**config.mk**
```make
export PLATFORM = sky130hd
export DESIGN_NAME = tone_generator
export DESIGN_NICKNAME = d
export VERILOG_FILES = /design/src/rtl/tone_generator_pkg.sv /design/src/rtl/tone_half_period_div.sv /design/src/rtl/tone_generator.sv
export SDC_FILE = /design/constraint.sdc
export NUM_CORES = 1
export LEC_CHECK = 0
export CAP_MARGIN = 25
export CORE_UTILIZATION = 50
export DETAILED_ROUTE_END_ITERATION = 16
export PLACE_DENSITY = 0.71
export SKIP_LAST_GASP = 1
export SLEW_MARGIN = 20
export SYNTH_ARGS = -nofsm -noshare
export SYNTH_HDL_FRONTEND = slang
export SYNTH_SLANG_ARGS = --single-unit
```
**constraint.sdc**
```tcl
create_clock -name clk -period 3.65 [get_ports clk]
set_clock_uncertainty 0.1 [all_clocks]
set_input_delay 0.365 -clock clk [delete_from_list [all_inputs] [get_ports clk]]
set_output_delay 0.365 -clock clk [all_outputs]
set_load 0.01 [all_outputs]
```
**src/rtl/tone_generator_pkg.sv**
```systemverilog
// Shared direction codes, FSM state encoding and default half-periods for the tone link.
// TONE_GEN_REPEAT_EN adds the GAP state used between repeated bursts.
package tone_generator_pkg;

   localparam logic [2:0] TD_HOLD     = 3'd0;
   localparam logic [2:0] TD_STRAIGHT = 3'd1;
   localparam logic [2:0] TD_LEFT     = 3'd2;
   localparam logic [2:0] TD_RIGHT    = 3'd3;
   localparam logic [2:0] TD_BACK     = 3'd4;

   localparam int HP_STRAIGHT_DEF = 25000;
   localparam int HP_LEFT_DEF     = 16667;
   localparam int HP_RIGHT_DEF    = 12500;
   localparam int HP_BACK_DEF     = 10000;

   typedef enum logic [1:0] {
`ifdef TONE_GEN_REPEAT_EN
      ST_IDLE = 2'd0,
      ST_TONE = 2'd1,
      ST_GAP  = 2'd2
`else
      ST_IDLE = 2'd0,
      ST_TONE = 2'd1
`endif
   } state_t;

   // Only the four real directions start a burst; HOLD and undefined codes are dropped.
   function automatic logic is_tone_dir(input logic [2:0] dir);
      return (dir == TD_STRAIGHT) || (dir == TD_LEFT) ||
             (dir == TD_RIGHT)    || (dir == TD_BACK);
   endfunction

endpackage

```
**src/rtl/tone_half_period_div.sv**
```systemverilog
// Square-wave divider: sq toggles every halfPeriod cycles; clr restarts the phase high.
module tone_half_period_div (
   input  logic        clk,
   input  logic        rst,
   input  logic        clr,
   input  logic [25:0] halfPeriod,
   output logic        sq
);

   logic [25:0] count;

   always_ff @(posedge clk or posedge rst) begin
      if (rst) begin
         count <= '0;
         sq    <= 1'b0;
      end else if (clr) begin
         count <= '0;
         sq    <= 1'b1;
      end else if (count == halfPeriod - 26'd1) begin
         count <= '0;
         sq    <= ~sq;
      end else begin
         count <= count + 26'd1;
      end
   end

endmodule

```
**src/rtl/tone_generator.sv**
```systemverilog
// Direction-to-tone transmitter: turns an accepted start+toneDir into a timed square-wave burst.
// Define TONE_GEN_REPEAT_EN for REPEATS bursts separated by GAP_CYCLES of silence.
module tone_generator
   import tone_generator_pkg::*;
#(
   parameter int TONE_CYCLES = 50_000_000,
   parameter int GAP_CYCLES  = 25_000_000,
   parameter int REPEATS     = 3,
   parameter int HP_STRAIGHT = HP_STRAIGHT_DEF,
   parameter int HP_LEFT     = HP_LEFT_DEF,
   parameter int HP_RIGHT    = HP_RIGHT_DEF,
   parameter int HP_BACK     = HP_BACK_DEF
) (
   input  logic       clk,
   input  logic       rst,
   input  logic       enableToneGen,
   input  logic       start,
   input  logic [2:0] toneDir,
   output logic       toneOut,
   output logic       busy,
   output logic       done
);

   localparam int  CNT_LIMIT = 2 ** 26;
   localparam bit  PARAMS_OK = (TONE_CYCLES >= 1) && (TONE_CYCLES < CNT_LIMIT) &&
                               (GAP_CYCLES  >= 1) && (GAP_CYCLES  < CNT_LIMIT) &&
                               (REPEATS     >= 1) && (REPEATS     < CNT_LIMIT) &&
                               (HP_STRAIGHT >= 1) && (HP_STRAIGHT < CNT_LIMIT) &&
                               (HP_LEFT     >= 1) && (HP_LEFT     < CNT_LIMIT) &&
                               (HP_RIGHT    >= 1) && (HP_RIGHT    < CNT_LIMIT) &&
                               (HP_BACK     >= 1) && (HP_BACK     < CNT_LIMIT);

   if (!PARAMS_OK) begin : g_param_check
      $error("tone_generator: a parameter is outside the 26-bit counter range");
   end

   localparam logic [25:0] TONE_LAST = 26'(TONE_CYCLES - 1);

   state_t      state;
   state_t      state_next;
   logic        done_next;
   logic        accept;
   logic        burst_last;
   logic        seq_last;
   logic [25:0] burst_cnt;
   logic [25:0] hp_q;
   logic [25:0] hp_sel;
   logic        sq;

`ifdef TONE_GEN_REPEAT_EN
   localparam logic [25:0] GAP_LAST = 26'(GAP_CYCLES - 1);
   localparam logic [25:0] REP_LAST = 26'(REPEATS - 1);
   logic [25:0] gap_cnt;
   logic [25:0] rep_cnt;
   logic        gap_last;
`endif

   always_comb begin
      hp_sel = '0;
      case (toneDir)
         TD_STRAIGHT: hp_sel = 26'(HP_STRAIGHT);
         TD_LEFT:     hp_sel = 26'(HP_LEFT);
         TD_RIGHT:    hp_sel = 26'(HP_RIGHT);
         TD_BACK:     hp_sel = 26'(HP_BACK);
         default:     hp_sel = '0;
      endcase
   end

   // Next-state logic; a low enable wins over everything, including a same-cycle start.
   always_comb begin
      state_next = state;
      done_next  = 1'b0;
      accept     = start && enableToneGen && (state == ST_IDLE) && is_tone_dir(toneDir);
      burst_last = (burst_cnt == TONE_LAST);
`ifdef TONE_GEN_REPEAT_EN
      gap_last   = (gap_cnt == GAP_LAST);
      seq_last   = burst_last && (rep_cnt == REP_LAST);
`else
      seq_last   = burst_last;
`endif
      if (!enableToneGen) begin
         state_next = ST_IDLE;
      end else begin
         case (state)
            ST_IDLE: begin
               if (accept) state_next = ST_TONE;
            end
            ST_TONE: begin
               if (seq_last) begin
                  state_next = ST_IDLE;
                  done_next  = 1'b1;
               end
`ifdef TONE_GEN_REPEAT_EN
               else if (burst_last) begin
                  state_next = ST_GAP;
               end
`endif
            end
`ifdef TONE_GEN_REPEAT_EN
            ST_GAP: begin
               if (gap_last) state_next = ST_TONE;
            end
`endif
            default: state_next = ST_IDLE;
         endcase
      end
   end

   always_ff @(posedge clk or posedge rst) begin
      if (rst) begin
         state <= ST_IDLE;
         done  <= 1'b0;
      end else begin
         state <= state_next;
         done  <= done_next;
      end
   end

   // Counters only run while their state persists, so each burst and gap starts from zero.
   always_ff @(posedge clk or posedge rst) begin
      if (rst) begin
         burst_cnt <= '0;
         hp_q      <= '0;
      end else begin
         if (accept) hp_q <= hp_sel;
         burst_cnt <= (state == ST_TONE && state_next == ST_TONE) ? burst_cnt + 26'd1 : '0;
      end
   end

`ifdef TONE_GEN_REPEAT_EN
   always_ff @(posedge clk or posedge rst) begin
      if (rst) begin
         gap_cnt <= '0;
         rep_cnt <= '0;
      end else begin
         gap_cnt <= (state == ST_GAP && state_next == ST_GAP) ? gap_cnt + 26'd1 : '0;
         if (state_next == ST_IDLE) rep_cnt <= '0;
         else if (state == ST_TONE && state_next == ST_GAP) rep_cnt <= rep_cnt + 26'd1;
      end
   end
`endif

   // Holding the divider clear outside TONE makes every burst open with a high half-period.
   tone_half_period_div u_div (
      .clk        (clk),
      .rst        (rst),
      .clr        (state != ST_TONE),
      .halfPeriod (hp_q),
      .sq         (sq)
   );

   assign toneOut = (state == ST_TONE) && sq;
   assign busy    = (state != ST_IDLE);

endmodule

```
==> results.txt <==
----------------------------------------------------
[Clock tree]
  Clock tree sinks ... 65
  Quantity of hold-fixing buffers added after cts ... 0
  Number of post-CTS setup repair buffers ... 0
  Clock transition at the registers of the reported paths ... 0.07 ns
  CTS tree ... done
  Number of buffers inserted during clock tree synthesis ... 9
  Htree depth ... 3
  Gates resized, CTS repair ... 0
  Deepest clock path buffer count ... 2
  Clock root buffer ... sky130_fd_sc_hd__clkbuf_8
  Clock network latency to the later pin of the worst-skew pair ... 0.35 ns

[Final layout]
  Most frequent cells in the layout ... sky130_fd_sc_hd__dfrtp_1, sky130_fd_sc_hd__nor2_1, sky130_fd_sc_hd__xor2_1
  Multi-input gate area ... 2090 um2
  Post-route design area ... 4230 um2
  Proportion of layout cells with a drive suffix above 1 ... 12.3%
  Ant. Diodes ... 0
  Net count of the finished layout ... 418
  Area growth from synthesis to layout ... 10.2%
  Area used by sequential logic in the layout ... 1630 um2
  Final std cells w/o fill ... 512
  Leading cell type in the layout, fill and taps excluded ... sky130_fd_sc_hd__dfrtp_1
  Fillers ... 629

[Logic synthesis]
  Warnings from Yosys ... 0
  Gate count after technology mapping ... 397
  Share of synthesized area occupied by flip-flops and latches ... 42.3%
  Share of synthesized flip-flops with an asynchronous set or reset ... 100%
  Total of flip-flops plus latches after synthesis ... 65
  Net count of the mapped netlist ... 407
  Cell Area, Synth ... 3840 um2
  Number of enable-type register cells in the synthesized netlist ... 0
  Per-instance average area after synthesis ... 9.68 um2
  Top FF cell, synth ... sky130_fd_sc_hd__dfrtp_1
  Library cells used by synthesis ... 57

[Global route]
  Initial antenna violation count ... 0
  Largest net degree at the start of global routing ... 33
  Global route overflow ... 0
  Global-route wire length before repair ... 13500 um
  Number of global-route vias before repair ... 2905
  Combined global-route utilization of all metal layers ... 22.2%

[STA]
  Setup TNS Final ... 0 ns
  Setup violations, final ... 0
  Post-route clock period utilization ... 81.7%
  Slew of the pin with the lowest slew margin ... 0.964 ns
  Max transition margin ... 35.6%
  Post-layout minimum cycle time ... 2.98 ns
  Setup repair after global routing missed its margin ... false
  Worst-case setup margin in the final layout ... 0.670 ns
  Timing-limited maximum frequency ... 336 MHz
  Max Slew Vio Count ... 0
  Final hold violations ... 0

[Placement]
  Worst slack, placed ... 0.726 ns
  Placed Instances ... 496
  Buffers added on ports ... 9
  HPWL reported at the end of detailed placement ... 5500 um
  Gp weighted congestion ... 0.909
  Placed cell areas ... 4000 um2

[Setup path]
  WP data arrival ... 3.09 ns
  Series of cell instances along the critical path ... inv_1, ha_1, nor4b_1, nand3_1, xnor2_1, nor4_1, and4b_1, buf_4, nor3_1
  Origin of the critical flop-to-flop path ... hp_q[12]$_DFFE_PP0P_
  WS Path Type ... reg -> reg
  Worst stage delay on the critical path ... 0.57 ns
  CP startpoint kind ... flop
  Worst-case reg-to-reg path depth ... 9
  CP Capture Type ... flop
  FF-to-FF End ... u_div.count[3]$_DFF_PP0_
  Internal reg-to-reg setup slack ... 0.67 ns
  Maximum fanout count along the critical path ... 25
  Slowest-stage cell, CP ... sky130_fd_sc_hd__nor4b_1
  Critical path required time ... 3.76 ns

[Pwr]
  Pwr/cell area ... 377 nW/um2
  Maximum VDD drop ... 0.250 mV
  Leak ... 1.68 nW
  Final total power ... 0.00160 W

[Route]
  Starting DRT DRC Count ... 198
  Number of detailed-routing iterations run before antenna repair ... 4
  Number of vias after detailed routing ... 2881
  Final WL ... 7740 um
  Detailed-route wire length per cell ... 15.1 um
  Count of antenna-violating nets left after detailed routing ... 0
  Number of remaining DRC errors ... 0
  Via count normalized by instance count ... 5.63

[Floorplanning]
  Initial Util ... 52.4%
  I/O pin count ... 10
  Die extent in y ... 89.7 um
  Placeable Area ... 7330 um2
  Die Wd ... 89.7 um
  Number of core rows ... 31
  Total Die Area ... 8040 um2

[Status]
  Result of the run ... finished, final reports clean

[Job]
  Max-capacitance violation count ... 0

[Min path]
  Worst min-delay path category ... in -> async

----------------------------------------------------
power by group:
group | internal [W] | leakage [nW] | total (W) | switching, W
combinational | 0.0000520 | 0.681 | 0.000123 | 0.0000712
clock | 0.000427 | 0.120 | 0.000716 | 0.000290
sequential | 0.000730 | 0.877 | 0.000758 | 0.0000282
cells in the mapped netlist, drive strengths merged (6+ instances only):
master | n | area share (%)
nor4 | 6 | 1.9
nor4b | 6 | 1.4
o21ai | 8 | 1.0
clkbuf | 9 | 0.88
a21oi | 9 | 1.2
nand2 | 33 | 3.2
nand4 | 7 | 1.1
and3 | 14 | 2.3
nor3 | 34 | 7.2
nand3 | 29 | 3.9
dfrtp | 65 | 42
nor2 | 41 | 4.0
xor2 | 39 | 8.9
inv | 8 | 0.78
xnor2 | 23 | 5.2
sequential cells by signal (all words and copies together) (netlist names):
signal	cells
state	2
u_div.count	26
burst_cnt	26
done	1
u_div.sq	1
hp_q	9
critical path, delay by kind of cell, from the launching register on:
family / cells / cell delay (ns)
flip-flops: 1 / 0.52
buffers and inverters: 2 / 0.47
AND/OR/NAND/NOR: 5 / 1.33
XOR/XNOR: 1 / 0.16
adder cells (fa/ha/maj): 1 / 0.24
routing by layer:
layer | part of all wire, % | GRT usage [%] | routed length [um] | up-vias
met4 | 2.1 | 8.23 | 165 | 0
met5 | 0 | 0 | 0 | -
met2 | 48 | 38.4 | 3700 | 39
li1 | - | - | - | 1412
met3 | 3.2 | 5.30 | 247 | 17
met1 | 47 | 27.1 | 3630 | 1413
cell type report:
type | instances | area share (%)
clock inverters | 5 | 2.04
inverters | 8 | 0.709
multi-input cells | 310 | 49.3
flip-flops and latches | 65 | 38.4
clock buffers | 11 | 3.58
well taps | 99 | 2.93
repair buffers | 14 | 3.01
through the flow:
stage	util [%]	hold WS, ns
final	57.8	0.348
after global routing	57.8	0.418
after CTS	57.8	0.384
after detailed placement	54.5	0.410
after global placement	54.5	0.404
after floorplan	-	0.351
cells by family (layout without fill, tap and decap cells):
kind of cell	after synthesis	in the layout	share of synthesized area, %
AOI/OAI and AO/OA	36	36	6.25
xor gates and xnor gates	62	62	14.1
adders and majority gates	3	3	0.977
buffers and inverters	22	38	3.29
DFF	65	65	42.3
muxes	4	4	1.07
other	1	1	0.0976
and+or+nand+nor	204	204	31.8
how the worst max path moves through the flow:
| stage | slack (ns) | end | startpoint |
|---|---|---|---|
| finish | 0.67 | u_div.count[3]$_DFF_PP0_ | hp_q[12]$_DFFE_PP0P_ |
| global route | 0.35 | u_div.count[5]$_DFF_PP0_ | hp_q[12]$_DFFE_PP0P_ |
| CTS | 0.70 | u_div.count[3]$_DFF_PP0_ | hp_q[12]$_DFFE_PP0P_ |
| detailed placement | 0.73 | u_div.count[3]$_DFF_PP0_ | hp_q[12]$_DFFE_PP0P_ |
| global placement | 0.83 | u_div.count[3]$_DFF_PP0_ | hp_q[12]$_DFFE_PP0P_ |
| floorplan | 1.03 | u_div.count[10]$_DFF_PP0_ | hp_q[12]$_DFFE_PP0P_ |
(Power assumes the default switching activity.)
